**src/rtl/nios_fprint_mem_arbiter.sv**
```systemverilog
// Round-robin arbiter letting two Avalon-MM data masters share one single-port RAM.
// Read data is steered back to its requester by a tag pipeline matched to the RAM latency.
module nios_fprint_mem_arbiter #(
    parameter int ADDR_W       = 18,
    parameter int DATA_W       = 32,
    parameter int BE_W         = 4,
    parameter int READ_LATENCY = 1,
    parameter int CNT_W        = 16
) (
    input  logic              clk_i,
    input  logic              reset_i,
    input  logic [ADDR_W-1:0] m0_address_i,
    input  logic [BE_W-1:0]   m0_byteenable_i,
    input  logic              m0_read_i,
    input  logic              m0_write_i,
    input  logic [DATA_W-1:0] m0_writedata_i,
    output logic              m0_waitrequest_o,
    output logic [DATA_W-1:0] m0_readdata_o,
    output logic              m0_readdatavalid_o,
    input  logic [ADDR_W-1:0] m1_address_i,
    input  logic [BE_W-1:0]   m1_byteenable_i,
    input  logic              m1_read_i,
    input  logic              m1_write_i,
    input  logic [DATA_W-1:0] m1_writedata_i,
    output logic              m1_waitrequest_o,
    output logic [DATA_W-1:0] m1_readdata_o,
    output logic              m1_readdatavalid_o,
    output logic [ADDR_W-1:0] mem_address_o,
    output logic [BE_W-1:0]   mem_byteenable_o,
    output logic              mem_chipselect_o,
    output logic              mem_write_o,
    output logic [DATA_W-1:0] mem_writedata_o,
    output logic              mem_clken_o,
    input  logic [DATA_W-1:0] mem_readdata_i,
    output logic [CNT_W-1:0]  contention_count_o
);

    logic                    req0, req1, grant0, grant1, anyGrant;
    logic                    selRead, selWrite, grantedRead;
    logic [ADDR_W-1:0]       selAddr;
    logic [BE_W-1:0]         selBe;
    logic [DATA_W-1:0]       selWdata;
    logic                    lastGrant_q, lastGrant_d;
    logic [ADDR_W-1:0]       holdAddr_q, holdAddr_d;
    logic [BE_W-1:0]         holdBe_q, holdBe_d;
    logic [DATA_W-1:0]       holdWdata_q, holdWdata_d;
    logic [READ_LATENCY-1:0] tagValid_q, tagValid_d;
    logic [READ_LATENCY-1:0] tagId_q, tagId_d;
    logic [CNT_W-1:0]        contention_q, contention_d;
    logic                    retValid, retId;

    assign req0 = m0_read_i | m0_write_i;
    assign req1 = m1_read_i | m1_write_i;

    // lastGrant_q = 1 means m1 was served last, so m0 wins the next tie.
    assign grant0   = ~reset_i & req0 & (~req1 | lastGrant_q);
    assign grant1   = ~reset_i & req1 & ~grant0;
    assign anyGrant = grant0 | grant1;

    assign selAddr  = grant1 ? m1_address_i    : m0_address_i;
    assign selBe    = grant1 ? m1_byteenable_i : m0_byteenable_i;
    assign selWdata = grant1 ? m1_writedata_i  : m0_writedata_i;
    assign selRead  = grant1 ? m1_read_i       : m0_read_i;
    assign selWrite = grant1 ? m1_write_i      : m0_write_i;
    assign grantedRead = anyGrant & selRead & ~selWrite;

    assign m0_waitrequest_o = ~(grant0 & req0);
    assign m1_waitrequest_o = ~(grant1 & req1);

    assign mem_address_o    = anyGrant ? selAddr  : holdAddr_q;
    assign mem_byteenable_o = anyGrant ? selBe    : holdBe_q;
    assign mem_writedata_o  = anyGrant ? selWdata : holdWdata_q;
    assign mem_chipselect_o = anyGrant;
    assign mem_write_o      = anyGrant & selWrite;
    assign mem_clken_o      = ~reset_i;

    assign retValid = tagValid_q[READ_LATENCY-1];
    assign retId    = tagId_q[READ_LATENCY-1];

    assign m0_readdatavalid_o = retValid & ~retId;
    assign m1_readdatavalid_o = retValid & retId;
    assign m0_readdata_o      = m0_readdatavalid_o ? mem_readdata_i : '0;
    assign m1_readdata_o      = m1_readdatavalid_o ? mem_readdata_i : '0;
    assign contention_count_o = contention_q;

    always_comb begin
        lastGrant_d  = lastGrant_q;
        holdAddr_d   = holdAddr_q;
        holdBe_d     = holdBe_q;
        holdWdata_d  = holdWdata_q;
        contention_d = contention_q;
        tagValid_d   = '0;
        tagId_d      = '0;
        if (anyGrant) begin
            lastGrant_d = grant1;
            holdAddr_d  = selAddr;
            holdBe_d    = selBe;
            holdWdata_d = selWdata;
        end
        tagValid_d[0] = grantedRead;
        tagId_d[0]    = grant1;
        for (int i = 1; i < READ_LATENCY; i++) begin
            tagValid_d[i] = tagValid_q[i-1];
            tagId_d[i]    = tagId_q[i-1];
        end
        if (req0 && req1 && (contention_q != {CNT_W{1'b1}})) begin
            contention_d = contention_q + {{(CNT_W-1){1'b0}}, 1'b1};
        end
    end

    always_ff @(posedge clk_i or posedge reset_i) begin
        if (reset_i) begin
            lastGrant_q  <= 1'b1;
            holdAddr_q   <= '0;
            holdBe_q     <= '0;
            holdWdata_q  <= '0;
            tagValid_q   <= '0;
            tagId_q      <= '0;
            contention_q <= '0;
        end else begin
            lastGrant_q  <= lastGrant_d;
            holdAddr_q   <= holdAddr_d;
            holdBe_q     <= holdBe_d;
            holdWdata_q  <= holdWdata_d;
            tagValid_q   <= tagValid_d;
            tagId_q      <= tagId_d;
            contention_q <= contention_d;
        end
    end

endmodule
```
**config.mk**
```make
export PLATFORM = sky130hd
export DESIGN_NAME = nios_fprint_mem_arbiter
export DESIGN_NICKNAME = d
export VERILOG_FILES = /design/src/rtl/nios_fprint_mem_arbiter.sv
export SDC_FILE = /design/constraint.sdc
export NUM_CORES = 1
export LEC_CHECK = 0
export BUFFER_PORTS_ARGS = -buffer_cell sky130_fd_sc_hd__buf_2
export CAP_MARGIN = 20
export CORE_AREA = 2 2 110 112
export CTS_BUF_LIST = sky130_fd_sc_hd__clkbuf_4 sky130_fd_sc_hd__clkbuf_8
export DETAILED_ROUTE_END_ITERATION = 8
export DIE_AREA = 0 0 112 114
export PLACE_DENSITY = 0.67
export SLEW_MARGIN = 10
export SYNTH_ARGS = -nofsm -noshare
export SYNTH_HDL_FRONTEND = slang
export SYNTH_SLANG_ARGS = --single-unit
```
**constraint.sdc**
```tcl
create_clock -name clk_i -period 2.9 [get_ports clk_i]
set_input_delay 0.435 -clock clk_i [delete_from_list [all_inputs] [get_ports clk_i]]
set_output_delay 0.435 -clock clk_i [all_outputs]
set_load 0.05 [all_outputs]
```
==> results.yml <==
status:
  status: "finished clean"
timing:
  drv_slew: 0
  rsz0062_at_grt: "no"
  worst_pin_slew_ns: 0.923
  slew_headroom: 0.384
  setup-tns-final_ns: 0
  fin_crit_sh: 0.862
  fin_skew_ns: 0.00964
  min_period_ns: 2.50
  timing.hold.ws_ns: 0.324
  timing.fmax_mhz: 400
  setup_slack_ns: 0.401
  setup_viol: 0
  hold_viol: 0
worst_setup_path:
  critPathMostFrequentCell: "buf_2"
  worstSetupPathType: "input port to output port"
  end_kind: "output port"
  worst_setup_path_start_kind: "input port"
  path_delay_family: "buffers and inverters"
  cp.required_ns: 2.47
  crit_path_top_delay_cell: "mux2i_1"
  max_stage_delay_ns: 0.39
  crit_buf_inv: 3
  cp_cell_sequence: "buf_2 -> or2_1 -> a211oi_4 -> buf_12 -> mux2i_1 -> nor2_1 -> buf_2"
  path_max_fanout: 57
  arrival_ns: 2.06
route:
  drt_first_pass_iters: 5
  wirelength_mm: 12.6
  top_layer_used: "met4"
  remaining_drc_errors: 0
  drt_iter0_drc: 189
  met1Wirelength_mm: 5.14
  vias_per_cell: 4.96
  wl_met2_mm: 6.20
  num_vias: 3843
  drt.antenna.violating_nets: 0
  wl_met3_um: 909
  wl_per_cell_um: 16.3
floorplanning:
  pin_count: 287
  rows: 40
  core-area_um2: 11700
  start_util: 0.319
  dieArea_um2: 12800
  fp.dieH_um: 114
  die_w_um: 112
logic_synthesis:
  synth.area.top_cells: "dfrtp_1 (48%), a221o_1 (14%), and2_1 (11%)"
  syn_area_per_cell_um2: 10.9
  synth-main-ff-cell: "dfrtp_1"
  synth_nets: 490
  yosys-top-cells-count: "dfrtp_1 (72), and2_1 (63), a221o_1 (54)"
  yosys.area.top_type: "dfrtp_1"
  yosysMostFrequentCell: "dfrtp_1"
  syn_inst: 343
  synth_cell_type_count: 34
  synth_top_area_share: 0.482
  synth_edf_count: 0
  synth_area_um2: 3740
  async_flop_share: 1.00
  yosys_warnings: 0
  ys_seq_area_frac: 0.489
  synth_seq_cells: 73
min_path:
  hold_path.class: "input port to flip-flop"
finish:
  area_growth_pct: 49.7
  drive_gt1_frac: 0.514
  final_nets: 768
  fin_util: 0.478
flow_run:
  maxCapViolations: 0
place:
  place.port_buffers: 286
  gp_congestion: 0.879
  dp_hpwl_mm: 9.67
  pre_cts_slack_ns: 0.395
global_routing:
  grt_pass1_wl_mm: 19.0
  antenna_found_initial: 2
  gr-total-overflow: 0
  grt_max_degree: 74
  grtUsageTotal: 0.191
  grt_pass1_vias: 3564
cts:
  h-tree-depth: 3
  clk_latency_ns: 0.36
  cts_max_path_buffers: 2
  tritoncts: "done"
  cts-root-buf: "clkbuf_8"
  cts_hold_buf: 0
  clk_pin_slew_worst_paths_ns: 0.09
  numCtsBuffers: 9
  cts_resized: 0
  postCtsSetupBuffers: 0
  clkSinkCount: 73
power_and_ir_drop:
  ir_worst_vdd_uv: 334
  intPower_mw: 2.20
  combPwrFrac: 0.427
  p_per_area_nw_per_um2: 697
  p_leak_nw: 3.18
  switchingPower_mw: 1.70
  power.share.switching: 0.436
  seq_power_share: 0.341
  clock_power_share: 0.232
[state kept, by name (all words and copies together) (netlist names)]
signal,count
retId,1
lastGrant_q,1
holdWdata_q,32
contention_count_o,16
retValid,1
holdBe_q,4
holdAddr_q,18
[path summary, 6_finish.rpt]
kind,slack (ns),end,start,depth (start not counted)
min reg2reg,0.53,contention_count_o[15]$_DFFE_PP0P_,contention_count_o[15]$_DFFE_PP0P_,1
max,0.40,mem_write_o,m0_write_i,7
max in group asynchronous,1.84,holdWdata_q[29]$_DFF_PP0_,reset_i,3
min,0.32,holdWdata_q[20]$_DFF_PP0_,m1_writedata_i[20],2
min in group asynchronous,0.44,holdAddr_q[10]$_DFF_PP0_,reset_i,3
max reg2reg,1.05,contention_count_o[1]$_DFFE_PP0P_,contention_count_o[0]$_DFFE_PP0P_,5
[power by group through the flow]
stage,sequential (mW),combinational [mW],clock [mW]
after floorplan,1.49,1.07,0
after global placement,1.34,1.65,0
after detailed placement,1.35,1.67,0
after CTS,1.33,1.68,0.935
after global routing,1.35,1.76,0.978
final,1.33,1.66,0.907
[routing by layer]
| metal | vias to the layer above | global-route usage |
|---|---|---|
| li1 | 1822 | - |
| met1 | 1791 | 0.232 |
| met2 | 208 | 0.323 |
| met3 | 22 | 0.0414 |
| met4 | 0 | 0.0959 |
| met5 | - | 0 |
[final cells by class]
type / instances / area, um^2
sequential: 73 / 1830
clock buffer: 11 / 151
timing repair buffer: 293 / 1540
fill: 1092 / 6120
antenna: 2 / 5.00
inverter: 4 / 15.0
clock inverter: 5 / 77.6
multi-input combinational: 240 / 1800
tap: 147 / 184
[cells by family (layout without fill, tap and decap cells)]
| kind of cell | Yosys count | in the layout | synth area share |
|---|---|---|---|
| muxes | 2 | 2 | 0.00669 |
| and+or+nand+nor | 164 | 164 | 0.280 |
| DFF | 73 | 73 | 0.489 |
| xor gates and xnor gates | 14 | 14 | 0.0328 |
| buffers and inverters | 30 | 313 | 0.0331 |
| AOI/OAI and AO/OA | 59 | 59 | 0.155 |
| adders and majority gates | 1 | 1 | 0.00335 |
| other | 0 | 2 | 0 |
[per-stage QoR]
| stage | instances | area, um^2 | power, mW |
|---|---|---|---|
| after floorplan | 343 | 3740 | 2.56 |
| after global placement | 757 | 5360 | 2.99 |
| after detailed placement | 757 | 5360 | 3.02 |
| after CTS | 773 | 5590 | 3.94 |
| after global routing | 773 | 5590 | 4.09 |
| final | 775 | 5600 | 3.90 |
[placed cells by master, fill, tap and decap left out, types with 2 or more instances in the layout]
cell type,netlist,layout
dfrtp_1,72,72
nand4_2,2,2
nor2_2,2,2
a221o_1,54,54
diode_2,0,2
clkinv_2,0,2
nor4_1,5,5
buf_12,0,4
buf_2,9,285
nand4_1,5,5
clkbuf_8,0,11
and2_1,63,63
and3_1,34,34
bufinv_16,0,2
inv_1,4,3
buf_4,0,4
and2_0,25,25
xor2_1,14,14
nand2_1,6,6
nor3_1,6,5
nor2_1,7,7
(Power assumes the default switching activity.)
